File: src/rtl/vball_gfx_arb.sv
// Two-requester arbiter (background tiles / sprites) for the shared graphics ROM port.
// Phase-dependent priority with starvation override and a watchdog on the memory side.
module vball_gfx_arb #(
    parameter int          ADDR_W  = 19,
    parameter logic [3:0]  STARVE  = 4'd8,
    parameter logic [7:0]  TIMEOUT = 8'd64
) (
    input  logic              clk_sys,
    input  logic              reset,
    input  logic              hblank,
    input  logic              bg_req,
    input  logic [ADDR_W-1:0] bg_addr,
    output logic              bg_ack,
    output logic [7:0]        bg_data,
    input  logic              sp_req,
    input  logic [ADDR_W-1:0] sp_addr,
    output logic              sp_ack,
    output logic [7:0]        sp_data,
    output logic              gfx_read,
    output logic [ADDR_W-1:0] gfx_addr,
    input  logic              gfx_ack,
    input  logic [7:0]        gfx_data,
    output logic [7:0]        err_cnt
);

    localparam logic [1:0] ST_IDLE = 2'd0;
    localparam logic [1:0] ST_BUSY = 2'd1;
    localparam logic [1:0] ST_DONE = 2'd2;
    localparam logic       OWN_BG  = 1'b0;
    localparam logic       OWN_SP  = 1'b1;

    logic [1:0]        r_state;
    logic              r_owner;
    logic [3:0]        r_bg_wait;
    logic [3:0]        r_sp_wait;
    logic [7:0]        r_wdog;
    logic              r_gfx_read;
    logic [ADDR_W-1:0] r_gfx_addr;
    logic              r_bg_ack;
    logic              r_sp_ack;
    logic [7:0]        r_bg_data;
    logic [7:0]        r_sp_data;
    logic [7:0]        r_err_cnt;

    logic w_sp_wins;
    logic w_grant;
    logic w_in_txn;
    logic w_timeout;

    // Wait counter update: cleared on grant or idle request, frozen while owning a transaction.
    function automatic logic [3:0] f_next_wait(input logic req, input logic grant,
                                               input logic owns, input logic [3:0] cur);
        logic [3:0] nxt;
        if (grant || !req) begin
            nxt = 4'd0;
        end else if (owns || (cur == 4'hF)) begin
            nxt = cur;
        end else begin
            nxt = cur + 4'd1;
        end
        return nxt;
    endfunction

    assign w_grant   = (r_state == ST_IDLE) && (bg_req || sp_req);
    assign w_in_txn  = (r_state == ST_BUSY) || (r_state == ST_DONE);
    assign w_timeout = (r_wdog == (TIMEOUT - 8'd1));

    // Winner selection: starvation first (sprite wins a tie), then hblank phase.
    always_comb begin
        w_sp_wins = 1'b0;
        if (bg_req && sp_req) begin
            if (r_sp_wait >= STARVE) begin
                w_sp_wins = 1'b1;
            end else if (r_bg_wait >= STARVE) begin
                w_sp_wins = 1'b0;
            end else begin
                w_sp_wins = hblank;
            end
        end else begin
            w_sp_wins = sp_req;
        end
    end

    // Transaction state machine and memory-side handshake.
    always_ff @(posedge clk_sys) begin
        if (reset) begin
            r_state    <= ST_IDLE;
            r_owner    <= OWN_BG;
            r_wdog     <= 8'd0;
            r_gfx_read <= 1'b0;
            r_gfx_addr <= '0;
            r_bg_ack   <= 1'b0;
            r_sp_ack   <= 1'b0;
            r_bg_data  <= 8'd0;
            r_sp_data  <= 8'd0;
            r_err_cnt  <= 8'd0;
        end else begin
            case (r_state)
                ST_IDLE: begin
                    r_bg_ack <= 1'b0;
                    r_sp_ack <= 1'b0;
                    if (w_grant) begin
                        r_owner    <= w_sp_wins;
                        r_gfx_addr <= w_sp_wins ? sp_addr : bg_addr;
                        r_gfx_read <= 1'b1;
                        r_wdog     <= 8'd0;
                        r_state    <= ST_BUSY;
                    end
                end
                ST_BUSY: begin
                    r_wdog <= r_wdog + 8'd1;
                    if (gfx_ack || w_timeout) begin
                        if (r_owner == OWN_SP) begin
                            r_sp_data <= gfx_ack ? gfx_data : 8'hFF;
                            r_sp_ack  <= 1'b1;
                        end else begin
                            r_bg_data <= gfx_ack ? gfx_data : 8'hFF;
                            r_bg_ack  <= 1'b1;
                        end
                        if (!gfx_ack && (r_err_cnt != 8'hFF)) begin
                            r_err_cnt <= r_err_cnt + 8'd1;
                        end
                        r_gfx_read <= 1'b0;
                        r_state    <= ST_DONE;
                    end
                end
                ST_DONE: begin
                    r_bg_ack <= 1'b0;
                    r_sp_ack <= 1'b0;
                    r_state  <= ST_IDLE;
                end
                default: begin
                    r_bg_ack   <= 1'b0;
                    r_sp_ack   <= 1'b0;
                    r_gfx_read <= 1'b0;
                    r_state    <= ST_IDLE;
                end
            endcase
        end
    end

    // Per-requester starvation counters.
    always_ff @(posedge clk_sys) begin
        if (reset) begin
            r_bg_wait <= 4'd0;
            r_sp_wait <= 4'd0;
        end else begin
            r_bg_wait <= f_next_wait(bg_req, w_grant && !w_sp_wins,
                                     w_in_txn && (r_owner == OWN_BG), r_bg_wait);
            r_sp_wait <= f_next_wait(sp_req, w_grant && w_sp_wins,
                                     w_in_txn && (r_owner == OWN_SP), r_sp_wait);
        end
    end

    assign gfx_read = r_gfx_read;
    assign gfx_addr = r_gfx_addr;
    assign bg_ack   = r_bg_ack;
    assign bg_data  = r_bg_data;
    assign sp_ack   = r_sp_ack;
    assign sp_data  = r_sp_data;
    assign err_cnt  = r_err_cnt;

endmodule
File: config.mk
export PLATFORM = sky130hd
export DESIGN_NAME = vball_gfx_arb
export DESIGN_NICKNAME = d
export VERILOG_FILES = /design/src/rtl/vball_gfx_arb.sv
export SDC_FILE = /design/constraint.sdc
export NUM_CORES = 1
export LEC_CHECK = 0
export ABC_AREA = 1
export BUFFER_PORTS_ARGS = -buffer_cell sky130_fd_sc_hd__buf_2
export CELL_PAD_IN_SITES_DETAIL_PLACEMENT = 2
export CELL_PAD_IN_SITES_GLOBAL_PLACEMENT = 2
export CORE_MARGIN = 2
export CORE_UTILIZATION = 27
export CTS_CLUSTER_DIAMETER = 200
export DETAILED_ROUTE_END_ITERATION = 8
export PLACE_DENSITY_LB_ADDON = 0.1
export SYNTH_ARGS = -nofsm -noshare
export SYNTH_HDL_FRONTEND = slang
export SYNTH_SLANG_ARGS = --single-unit
File: constraint.sdc
create_clock -name clk_sys -period 1.9 [get_ports clk_sys]
set_input_delay 0.095 -clock clk_sys [delete_from_list [all_inputs] [get_ports clk_sys]]
set_output_delay 0.095 -clock clk_sys [all_outputs]
set_load 0.03 [all_outputs]
After elaboration in Yosys (flattened, before gate mapping) --
Index checks and enable logic that the tools add are counted.
Storage, ports and cells: bits in registers 65, bits of input ports 52, word-level logic and storage cells 74
Operators by class: add/sub/neg operators 4, order comparisons 2, equality and inequality tests 8, muxes and demuxes 13, bitwise operators 3, reductions and logical operators 32
Operator list (count):
- $mux 19 | 1
- $add 8x1->8 const B | 2
- $mux 8 | 2
- $pmux 8 s2 | 1
- $reduce_and 3->1 | 4
- $reduce_and 2->1 | 5
- $add 4x1->4 const B | 2
- $eq 4x4->1 const B | 2
- $eq 8x6->1 const B | 1
- $ge 4x4->1 const B | 2
- $ne 8x8->1 const B | 1
- $logic_and 1x1->1 | 7
- $logic_or 1x1->1 | 7
- $reduce_or 2->1 | 3
- $mux 1 | 5
- $logic_not 1->1 | 4
- $mux 2 | 2
- $pmux 2 s2 | 1
- $not 1->1 | 3
- $pmux 1 s3 | 1
- $eq 2x1->1 const B | 1
- $eq 2x2->1 const B | 1
- $logic_not 2->1 | 1
- $ne 2x1->1 const B | 1
- 2 further kinds | 2

Depth between registers and ports, before layout --
Gate-level depths: netlist (run 1).
depth after elaboration 8, mapped depth 10, gate-level depth less buffers 10

Least setup slack after synthesis (run 1) --
Ideal clock, no wire load.
path type reg2reg, start point register r_err_cnt[0], in the netlist err_cnt[0], end point register r_err_cnt[2], in the netlist err_cnt[2], arrival time 1.480 ns, data required time 1.830 ns, path slack 0.350 ns, cell stages (with the launch flop) 8, clock period less this slack 1.550 ns, path through dfxtp_1 -> ha_1 -> nand2_1 -> nor2_2 -> nand2_1 -> nand4_1 -> nand2_1 -> a21oi_1
Between the ends: longest elaborated chain between the ends 3, elaborated cells on any way between the ends 4
Ends and longest elaborated chain:
- start: declaration | RTL line 43 | logic [7:0] r_err_cnt;
- start signal: assignment | RTL line 121 | r_err_cnt <= r_err_cnt + 8'd1;
- parallel branches: the longest is 3 deep, another holds $add 8x1->8
Several ways; the timed one is not identified. A chain may end at the register's enable or synchronous reset.

Worst setup path in the final report (run 1) --
start point register r_wdog[0], end point register r_sp_data[3], in the netlist sp_data[3]
Between the ends: longest elaborated chain between the ends 3
Ends and longest elaborated chain:
- start: declaration | RTL line 36 | logic [7:0] r_wdog;
- start signal: assignment | RTL line 111 | r_wdog <= r_wdog + 8'd1;
- $eq 8x6->1 | RTL line 66 | assign w_timeout = (r_wdog == (TIMEOUT - 8'd1));
- $logic_or 1x1->1 | RTL line 112 | if (gfx_ack || w_timeout) begin
- $reduce_and 3->1 (no source line)
- end signal: assignment | RTL line 114 | r_sp_data <= gfx_ack ? gfx_data : 8'hFF;
- end: declaration | RTL line 42 | logic [7:0] r_sp_data;
No other way between the ends.

==> run metrics, run 1 <==
top cell type's share of synthesized area=0.409; MaxCap Viol Count=0; measured slew at the worst slew-check pin=419 ps; worst clock skew=2.11 ps; initial antenna violation count=0; wire length per cell=around 15 um; NumNets Final=around 640; power per cell area=946 nW/um^2; slack of the critical path=249 ps; post-CTS sizing=0; clk root buf=clkbuf_16; Post-Syn Nets=529; Net Sw Frac=0.286; detail-routed via count per cell=4.78; switching power total=1140 uW; Yosys warning count=0; share of layout cells above drive strength 1=0.240; GR Util met2=0.298; Final TNS setup=0 ps; Final Hold Violating Endpoints=0; I/O Pins=98; internal power=2840 uW; violation count after the first detailed-route iteration=67; leakage power=about 0.002 uW; vias in the first global route=3739; drt drc=0; Synth area leaders=dfxtp_1, nand2_1, nand3_1; Overflow after GRT=0; clock period minus worst slack=1650 ps; H-tree depth=3; Mapped Area=3180 um^2; Setup Viol. Count Final=0; finished layout cell area=approximately 4200 um^2; Worst-path clk slew=~50 ps; width of the die=113 um; drt total wl=10700 um; initial core utilization=0.277; critical path fanouts, max=8; clock sinks=65; ANT cells=0; met3 Use GR=0.0389; GR Util All Layers=0.177; via count=3448; DPL Wire Length=8180 um; post-CTS setup buffers=0; CTS Buf Count=9; type of the worst min-delay path=in2reg; outcome=complete, no violations; RePlAce Congestion=about 0.76; Die Area=roughly 13000 um^2; CP arrival=about 1900 ps; die height=113 um; Clk pwr share=0.438; core area=around 11000 um^2; Comb power frac=0.185; ANT nets after route=0; Non-Filler Instances=721; Clk Latency, worst-skew pair=330 ps; number of synthesized flops with an enable pin=0; fmax=606 MHz; pin count of the biggest net entering global routing=21; Worst setup EP type=register; sequential fraction of the synthesis area=0.409; Mapped Cells=468; CTS tree=yes; Syn-to-layout area delta=32.1%; router iterations before antenna repair=4; global-route wire length before repair=18000 um; Setup Crit Path Kind=reg2reg; post-synthesis cell type count=28; busiest grt layer=met2; Hold-fix buffers, CTS=0; Clock Path Buffers=2; Tot Pwr=3980 uW; Top FF cell, synth=dfxtp_1; CP Data Required Time=roughly 2200 ps; Final period util=0.869; DP Worst Slack=238 ps; count of input and output buffers=97; grt met1 use=0.224; Setup crit start kind=register; Sequential Power Share=0.377; Final Max Tran Viols=0; synthesized area per cell=6.80 um^2; Max-slew headroom=0.721; number of synthesized register bits=65; Synth area leader=dfxtp_1; Synth async-reset ratio=0; Std-Cell Rows=39; post-placement cell count=~710; peak supply drop=0.481 mV; RSZ-0062 raised after global routing=false; Post-Place Cell Area=3890 um^2
logic make-up after synthesis:
| logic type | count (synthesis) | share of synthesized area |
|---|---|---|
| simple gates | 234 | 0.322 |
| fa+ha+maj | 9 | 0.0354 |
| buf+inv | 94 | 0.117 |
| compound gates | 62 | 0.106 |
| flops | 65 | 0.409 |
| xor+xnor | 4 | 0.0110 |
state kept, by name, indices dropped and copies added (netlist names):
register,cells
bg_ack,1
bg_data,8
err_cnt,8
gfx_addr,19
gfx_read,1
r_bg_wait,4
r_owner,1
r_sp_wait,4
r_state,2
r_wdog,8
sp_ack,1
sp_data,8
metrics by stage:
stage | hold WS [ps] | util
final | 23.2 | 0.367
after global routing | 28.1 | 0.367
after CTS | 16.9 | 0.367
after detailed placement | 376 | 0.339
after global placement | 355 | 0.339
after floorplan | 253 | -
routing by layer:
| metal | wire length, um | vias up |
|---|---|---|
| li1 | - | 1707 |
| met1 | 4860 | 1657 |
| met2 | 5220 | 74 |
| met3 | 507 | 10 |
| met4 | 161 | 0 |
| met5 | 0 | - |
Yosys cell counts, types with 2 or more instances:
master / instances
nand2_1: 130
inv_1: 70
dfxtp_1: 65
nand3_1: 56
a21oi_1: 39
nand4_1: 20
nor2_1: 20
buf_2: 9
ha_1: 9
a31oi_1: 8
clkbuf_1: 7
o21ai_0: 7
xor2_1: 4
buf_1: 3
inv_2: 3
a21oi_2: 2
nand2_2: 2
nand3b_1: 2
nor3_1: 2
o21ai_1: 2
cell type report:
class                      count  area, um^2
clock buffer                  13         280
clock inverter                 2        35.0
fill                        1396        7260
inverter                      74         278
multi-input combinational    309        1510
sequential                    65        1300
tap                          143         179
timing repair buffer         115         621
power by group through the flow:
| stage | clock [uW] | sequential (uW) | combinational, uW |
|---|---|---|---|
| final | 1740 | 1500 | 737 |
| after global routing | 1860 | 1510 | 820 |
| after CTS | 1790 | 1500 | 753 |
| after detailed placement | 0 | 1530 | 748 |
| after global placement | 0 | 1520 | 728 |
| after floorplan | 0 | 1650 | 333 |
path summary, 6_finish.rpt:
kind | start | end | slack [ps] | depth (start not counted)
setup reg to reg | r_wdog[0] | sp_data[3] | 250 | 8
setup / recovery | r_wdog[0] | sp_data[3] | 250 | 8
hold reg to reg | bg_data[0] | bg_data[0] | 440 | 2
hold / removal | sp_addr[4] | gfx_addr[4] | 20 | 3
cell usage in the layout, fill, tap and decap left out, types with 4 or more instances in the layout:
master and instances:
xor2_1 4, buf_2 97, nand4_1 20, ha_1 9, o21ai_0 7, dfxtp_1 65, a21oi_1 39, a31oi_1 8
inv_1 70, clkbuf_8 4, nor2_1 20, clkbuf_16 9, nand3_1 56, nand2_1 130, buf_4 18
worst max-delay path, stage by stage, from the launching register on:
cell and delay, ps:
dfxtp_1 370, ha_1 200, nand2_1 80, nor2_1 90
nand2_1 110, a21oi_2 180, buf_4 150, nand2_1 190
a21oi_1 200
No activity file was read; power rests on OpenSTA's default activity.
==> inputs of run 2 (changes only) <==
--- a/config.mk
+++ b/config.mk
@@ -9,11 +9,13 @@
 export BUFFER_PORTS_ARGS = -buffer_cell sky130_fd_sc_hd__buf_2
 export CELL_PAD_IN_SITES_DETAIL_PLACEMENT = 2
 export CELL_PAD_IN_SITES_GLOBAL_PLACEMENT = 2
+export CORE_ASPECT_RATIO = 0.8
 export CORE_MARGIN = 2
 export CORE_UTILIZATION = 27
 export CTS_CLUSTER_DIAMETER = 200
 export DETAILED_ROUTE_END_ITERATION = 8
 export PLACE_DENSITY_LB_ADDON = 0.1
+export SKIP_LAST_GASP = 1
 export SYNTH_ARGS = -nofsm -noshare
 export SYNTH_HDL_FRONTEND = slang
 export SYNTH_SLANG_ARGS = --single-unit
==> run metrics, run 2 (same netlist as run 1, synthesis figures left out) <==
slowest cell delay on critical path=roughly 520 ps; Worst Setup SP=r_state[0]; outcome=complete, no violations; post-CTS sizing=0; Setup crit start kind=register; Post-Place Cell Area=3840 um^2; wire length per cell=14.7 um; Final TNS setup=0 ps; MaxCap Viol Count=0; via count=3428; worst clock skew=3.84 ps; core area=around 12000 um^2; grt met1 use=0.217; critical path fanouts, max=21; switching power total=1140 uW; ANT cells=0; Clk pwr share=0.449; CP arrival=about 1900 ps; post-CTS setup buffers=0; Net Sw Frac=0.285; Worst-path clk slew=about 50 ps; die height=101 um; peak supply drop=slightly below 0.4 mV; Die Area=around 13000 um^2; max reg flops=19; fmax=583 MHz; met3 Use GR=0.0483; count of input and output buffers=97; Slowest cell on crit path=inv_1; CP Data Required Time=2120 ps; violation count after the first detailed-route iteration=between 150 and 200; RSZ-0062 raised after global routing=true; clk root buf=clkbuf_16; router iterations before antenna repair=4; finished layout cell area=4170 um^2; internal power=2860 uW; Syn-to-layout area delta=31.0%; worst path cell trace=inv_1 -> ha_1 -> o21ai_1 -> inv_1 -> nand2_1 -> nand3_1 -> nor2_1; H-tree depth=3; storage element area=1300 um^2; RePlAce Congestion=0.750; fin util=0.362; min-delay src=sp_addr[8]; Worst setup EP type=register; Final Hold Violating Endpoints=0; GR Util met2=0.291; width of the die=125 um; pin count of the biggest net entering global routing=28; Std-Cell Rows=35; most common cell after layout, fill and taps aside=nand2_1; share of layout cells above drive strength 1=0.231; drt drc=0; drt total wl=10600 um; detail-routed via count per cell=4.76; Overflow after GRT=0; CTS tree=yes; CTS Buf Count=9; vias in the first global route=about 3600; Setup Crit Path Kind=reg2reg; busiest grt layer=met2; clock period minus worst slack=1720 ps; measured slew at the worst slew-check pin=699 ps; most frequent cells in the layout=nand2_1, buf_2, inv_1, dfxtp_1, nand3_1; leakage power=between 0.002 and 0.0025 uW; initial antenna violation count=0; Setup Viol. Count Final=0; Max-slew headroom=0.533; DPL Wire Length=7940 um; ANT nets after route=0; power per cell area=961 nW/um^2; clock sinks=65; cell mode on critical path=inv_1; NumNets Final=628; CP delay by family, top=buffers and inverters; GR Util All Layers=0.172; Final period util=0.903; Clock Path Buffers=2; FF-to-FF Start=r_state[0]; Final Max Tran Viols=0; Fillers=1410; global-route wire length before repair=17600 um; Multi-input gate area=1510 um^2; CP Buf/Inv Count=2; Comb power frac=0.177; Hold-fix buffers, CTS=0; WHS=32.2 ps; type of the worst min-delay path=in2reg; I/O Pins=98; Clk Latency, worst-skew pair=between 300 and 400 ps; Sequential Power Share=0.374; initial core utilization=0.276
-- run 2: cell types whose count changed in the layout (fill, tap and decap cells not counted) --
cell      previous run  this run
buf_4               18        11
clkbuf_1             0         1
clkbuf_8             4         5
clkinv_2             1         0
-- run 2: final timing paths --
check	to	slack [ps]	cells past startpoint
setup / recovery	r_bg_wait[3]	180	7
hold / removal	gfx_addr[8]	30	3
hold reg to reg	sp_data[1]	450	2
setup reg to reg	r_bg_wait[3]	180	7
-- run 2: stage by stage --
stage	total power, uW	cells	setup WS [ps]
2_1_floorplan	1980	468	350
3_3_place_gp	2220	704	214
3_5_place_dp	2250	704	163
4_1_cts	4080	720	146
5_1_grt	4220	720	-42.0
6_report	4010	720	184
-- run 2: final cells by class --
cell class | count | share of cell area
sequential | 65 | 0.312
timing repair buffer | 108 | 0.136
clock inverter | 1 | 0.00720
clock buffer | 15 | 0.0714
tap | 148 | 0.0444
inverter | 74 | 0.0666
multi-input combinational | 309 | 0.362
-- run 2: power groups by stage --
stage          logic (uW)  clock network (uW)  registers [uW]
6_report              709                1800            1500
4_1_cts               724                1860            1500
3_3_place_gp          701                   0            1520
5_1_grt               796                1910            1510
3_5_place_dp          719                   0            1530
2_1_floorplan         333                   0            1650
-- run 2: worst min-delay path, stage by stage --
cell	delay [ps]
buf_2	100
nand2_1	50
a31oi_1	60
-- run 2: layer usage --
| layer | vias up | wire length (um) |
|---|---|---|
| met3 | 9 | 472 |
| li1 | 1696 | - |
| met4 | 0 | 107 |
| met1 | 1666 | 5030 |
| met2 | 57 | 4970 |
| met5 | - | 0 |
==> inputs of run 3 (changes only) <==
--- a/config.mk
+++ b/config.mk
@@ -5,13 +5,13 @@
 export SDC_FILE = /design/constraint.sdc
 export NUM_CORES = 1
 export LEC_CHECK = 0
-export ABC_AREA = 1
+export ABC_AREA = 0
 export BUFFER_PORTS_ARGS = -buffer_cell sky130_fd_sc_hd__buf_2
 export CELL_PAD_IN_SITES_DETAIL_PLACEMENT = 2
 export CELL_PAD_IN_SITES_GLOBAL_PLACEMENT = 2
 export CORE_ASPECT_RATIO = 0.8
 export CORE_MARGIN = 2
-export CORE_UTILIZATION = 27
+export CORE_UTILIZATION = 29
 export CTS_CLUSTER_DIAMETER = 200
 export DETAILED_ROUTE_END_ITERATION = 8
 export PLACE_DENSITY_LB_ADDON = 0.1
==> run metrics, run 3 <==
outcome=complete, no violations; global-route wire length before repair=16800 um; Max-slew headroom=0.687; Fillers=1146; pin count of the biggest net entering global routing=24; Final Hold Violating Endpoints=0; Yosys warning count=0; Std-Cell Rows=33; detail-routed via count per cell=5.00; router iterations before antenna repair=4; via count=2975; die height=94.7 um; I/O Pins=98; Setup Viol. Count Final=0; core area=10100 um^2; most common cell after layout, fill and taps aside=buf_2; initial core utilization=0.295; peak supply drop=0.384 mV; Setup Crit Path Kind=reg2reg; Die Area=~11000 um^2; power per cell area=907 nW/um^2; sequential fraction of the synthesis area=0.437; Worst setup EP type=register; Synth async-reset ratio=0; RePlAce Congestion=0.754; Mapped Cells=between 300 and 400; slack of the critical path=45.0 ps; CTS tree=yes; fmax=between 500 and 600 MHz; measured slew at the worst slew-check pin=470 ps; top-count cell post-synth=dfxtp_1; clock sinks=65; post-synthesis cell type count=46; Final Max Tran Viols=0; type of the worst min-delay path=in2reg; H-tree depth=3; synthesized area per cell=9.03 um^2; Synth Area in Adders=0.0378; post-synthesis simple-gate area fraction=0.208; number of synthesized register bits=65; mux contribution to synthesized area=0.0105; Hold Crit Depth=3; most frequent cells in the layout=buf_2, dfxtp_1, a21oi_1, nand2_1; critical path fanouts, max=5; Clock Path Buffers=2; ANT nets after route=0; worst clock skew=between 4 and 5 ps; top cell type's share of synthesized area=0.437; Syn-to-layout area delta=39.0%; post-synthesis xor/xnor area fraction=0.0294; violation count after the first detailed-route iteration=108; CP arrival=around 2100 ps; DPL Wire Length=7130 um; clock period minus worst slack=~1900 ps; Top FF cell, synth=dfxtp_1; drt drc=0; drt total wl=10300 um; GR Util All Layers=0.192; CP Data Required Time=about 2200 ps; Setup crit start kind=register; RSZ-0062 raised after global routing=true; CTS Buf Count=9; number of synthesized flops with an enable pin=0; Post-synth top cells=dfxtp_1, a21oi_1, nand2_1; leakage power=0.00173 uW; Final period util=0.976; Synth area leaders=dfxtp_1, a21oi_1, a211oi_1; NumNets Final=around 510; combinational family with the most area after synthesis=compound AO/OA/AOI/OAI gates; Post-Syn Nets=between 300 and 400; fin util=0.409; max reg flops=19; Clk Latency, worst-skew pair=330 ps; ANT cells=0; wire length per cell=17.2 um; clk root buf=clkbuf_16; Synth Area in Compound Gates=0.227; Worst-path clk slew=50 ps; Mapped Area=between 2000 and 3000 um^2; count of input and output buffers=97; share of layout cells above drive strength 1=0.330; Synth area leader=dfxtp_1; DP Worst Slack=10.7 ps; width of the die=117 um; WHS=6.16 ps; Overflow after GRT=0; Reg2Reg Depth=6; vias in the first global route=~3100; initial antenna violation count=0; MaxCap Viol Count=0
==> run 3: changes by cell type in the layout (fill, tap and decap cells not counted), moves of 10 or more <==
cell           delta
inv_1            -58
a211oi_1         +18
dlygate4sd3_1    +12
nand2_1         -103
nand4_1          -16
a32oi_1          +16
nand3_1          -48
nor2b_1          +10
==> run 3: report_power, final <==
| group | leakage, uW | total, uW | internal [uW] | switching [uW] |
|---|---|---|---|---|
| Sequential | 0.000530 | 1500 | 1450 | 50.5 |
| Combinational | 0.00106 | 724 | 270 | 454 |
| Clock | 0.000139 | 1530 | 947 | 586 |
==> run 3: repair_timing <==
| item | 4_1_cts | 5_1_grt |
|---|---|---|
| resized for setup | 1 | 7 |
| hold buffers | 12 | 0 |
| setup endpoints to repair | 1 | 27 |
| buffers inserted | 0 | 2 |
| cloned | 0 | 1 |
| endpoints found under the hold margin | 12 | 0 |
| pin swaps | 0 | 1 |
==> run 3: logic make-up after synthesis <==
| family | after synthesis |
|---|---|
| AOI/OAI and AO/OA | 102 |
| xor gates and xnor gates | 10 |
| adders and majority gates | 9 |
| buffers and inverters | 34 |
| DFF | 65 |
| muxes | 3 |
| and+or+nand+nor | 107 |
==> run 3: area by class of cell <==
class	count	area, um^2	share of cell area
Timing Repair Buffer	129	768	0.185
Multi-Input combinational cell	232	1570	0.380
Sequential cell	65	1300	0.314
Tap cell	140	175	0.0423
Inverter	13	48.8	0.0118
Clock inverter	3	15.0	0.00363
Clock buffer	13	260	0.0628
==> run 3: stage by stage <==
step	total power [uW]	instances	TNS (ps)	cell area, um^2
2_1_floorplan	1950	330	0	2980
3_3_place_gp	2200	564	0	3690
3_5_place_dp	2220	564	0	3690
4_1_cts	3800	592	0	4090
5_1_grt	3960	595	-461	4140
6_report	3750	595	0	4140
==> run 3: worst max-delay path, stage by stage (launching register included) <==
cell	delay, ps
dfxtp_1	380
ha_1	210
nor3b_4	290
buf_4	170
nand4b_2	150
or4_1	430
a21oi_1	160
==> run 3: layer usage <==
metal	track usage	vias to the layer above	wire (um)
met2	0.323	44	5000
met4	0.0582	0	121
met1	0.244	1467	4820
li1	-	1453	-
met3	0.0489	11	320
met5	0	-	0
==> run 3: path summary, 6_finish.rpt <==
path | from | end | slack, ps
max | r_wdog[0] | err_cnt[7] | 40
min | sp_addr[2] | gfx_addr[2] | 6
max reg2reg | r_wdog[0] | err_cnt[7] | 40
min reg2reg | gfx_addr[11] | gfx_addr[11] | 490
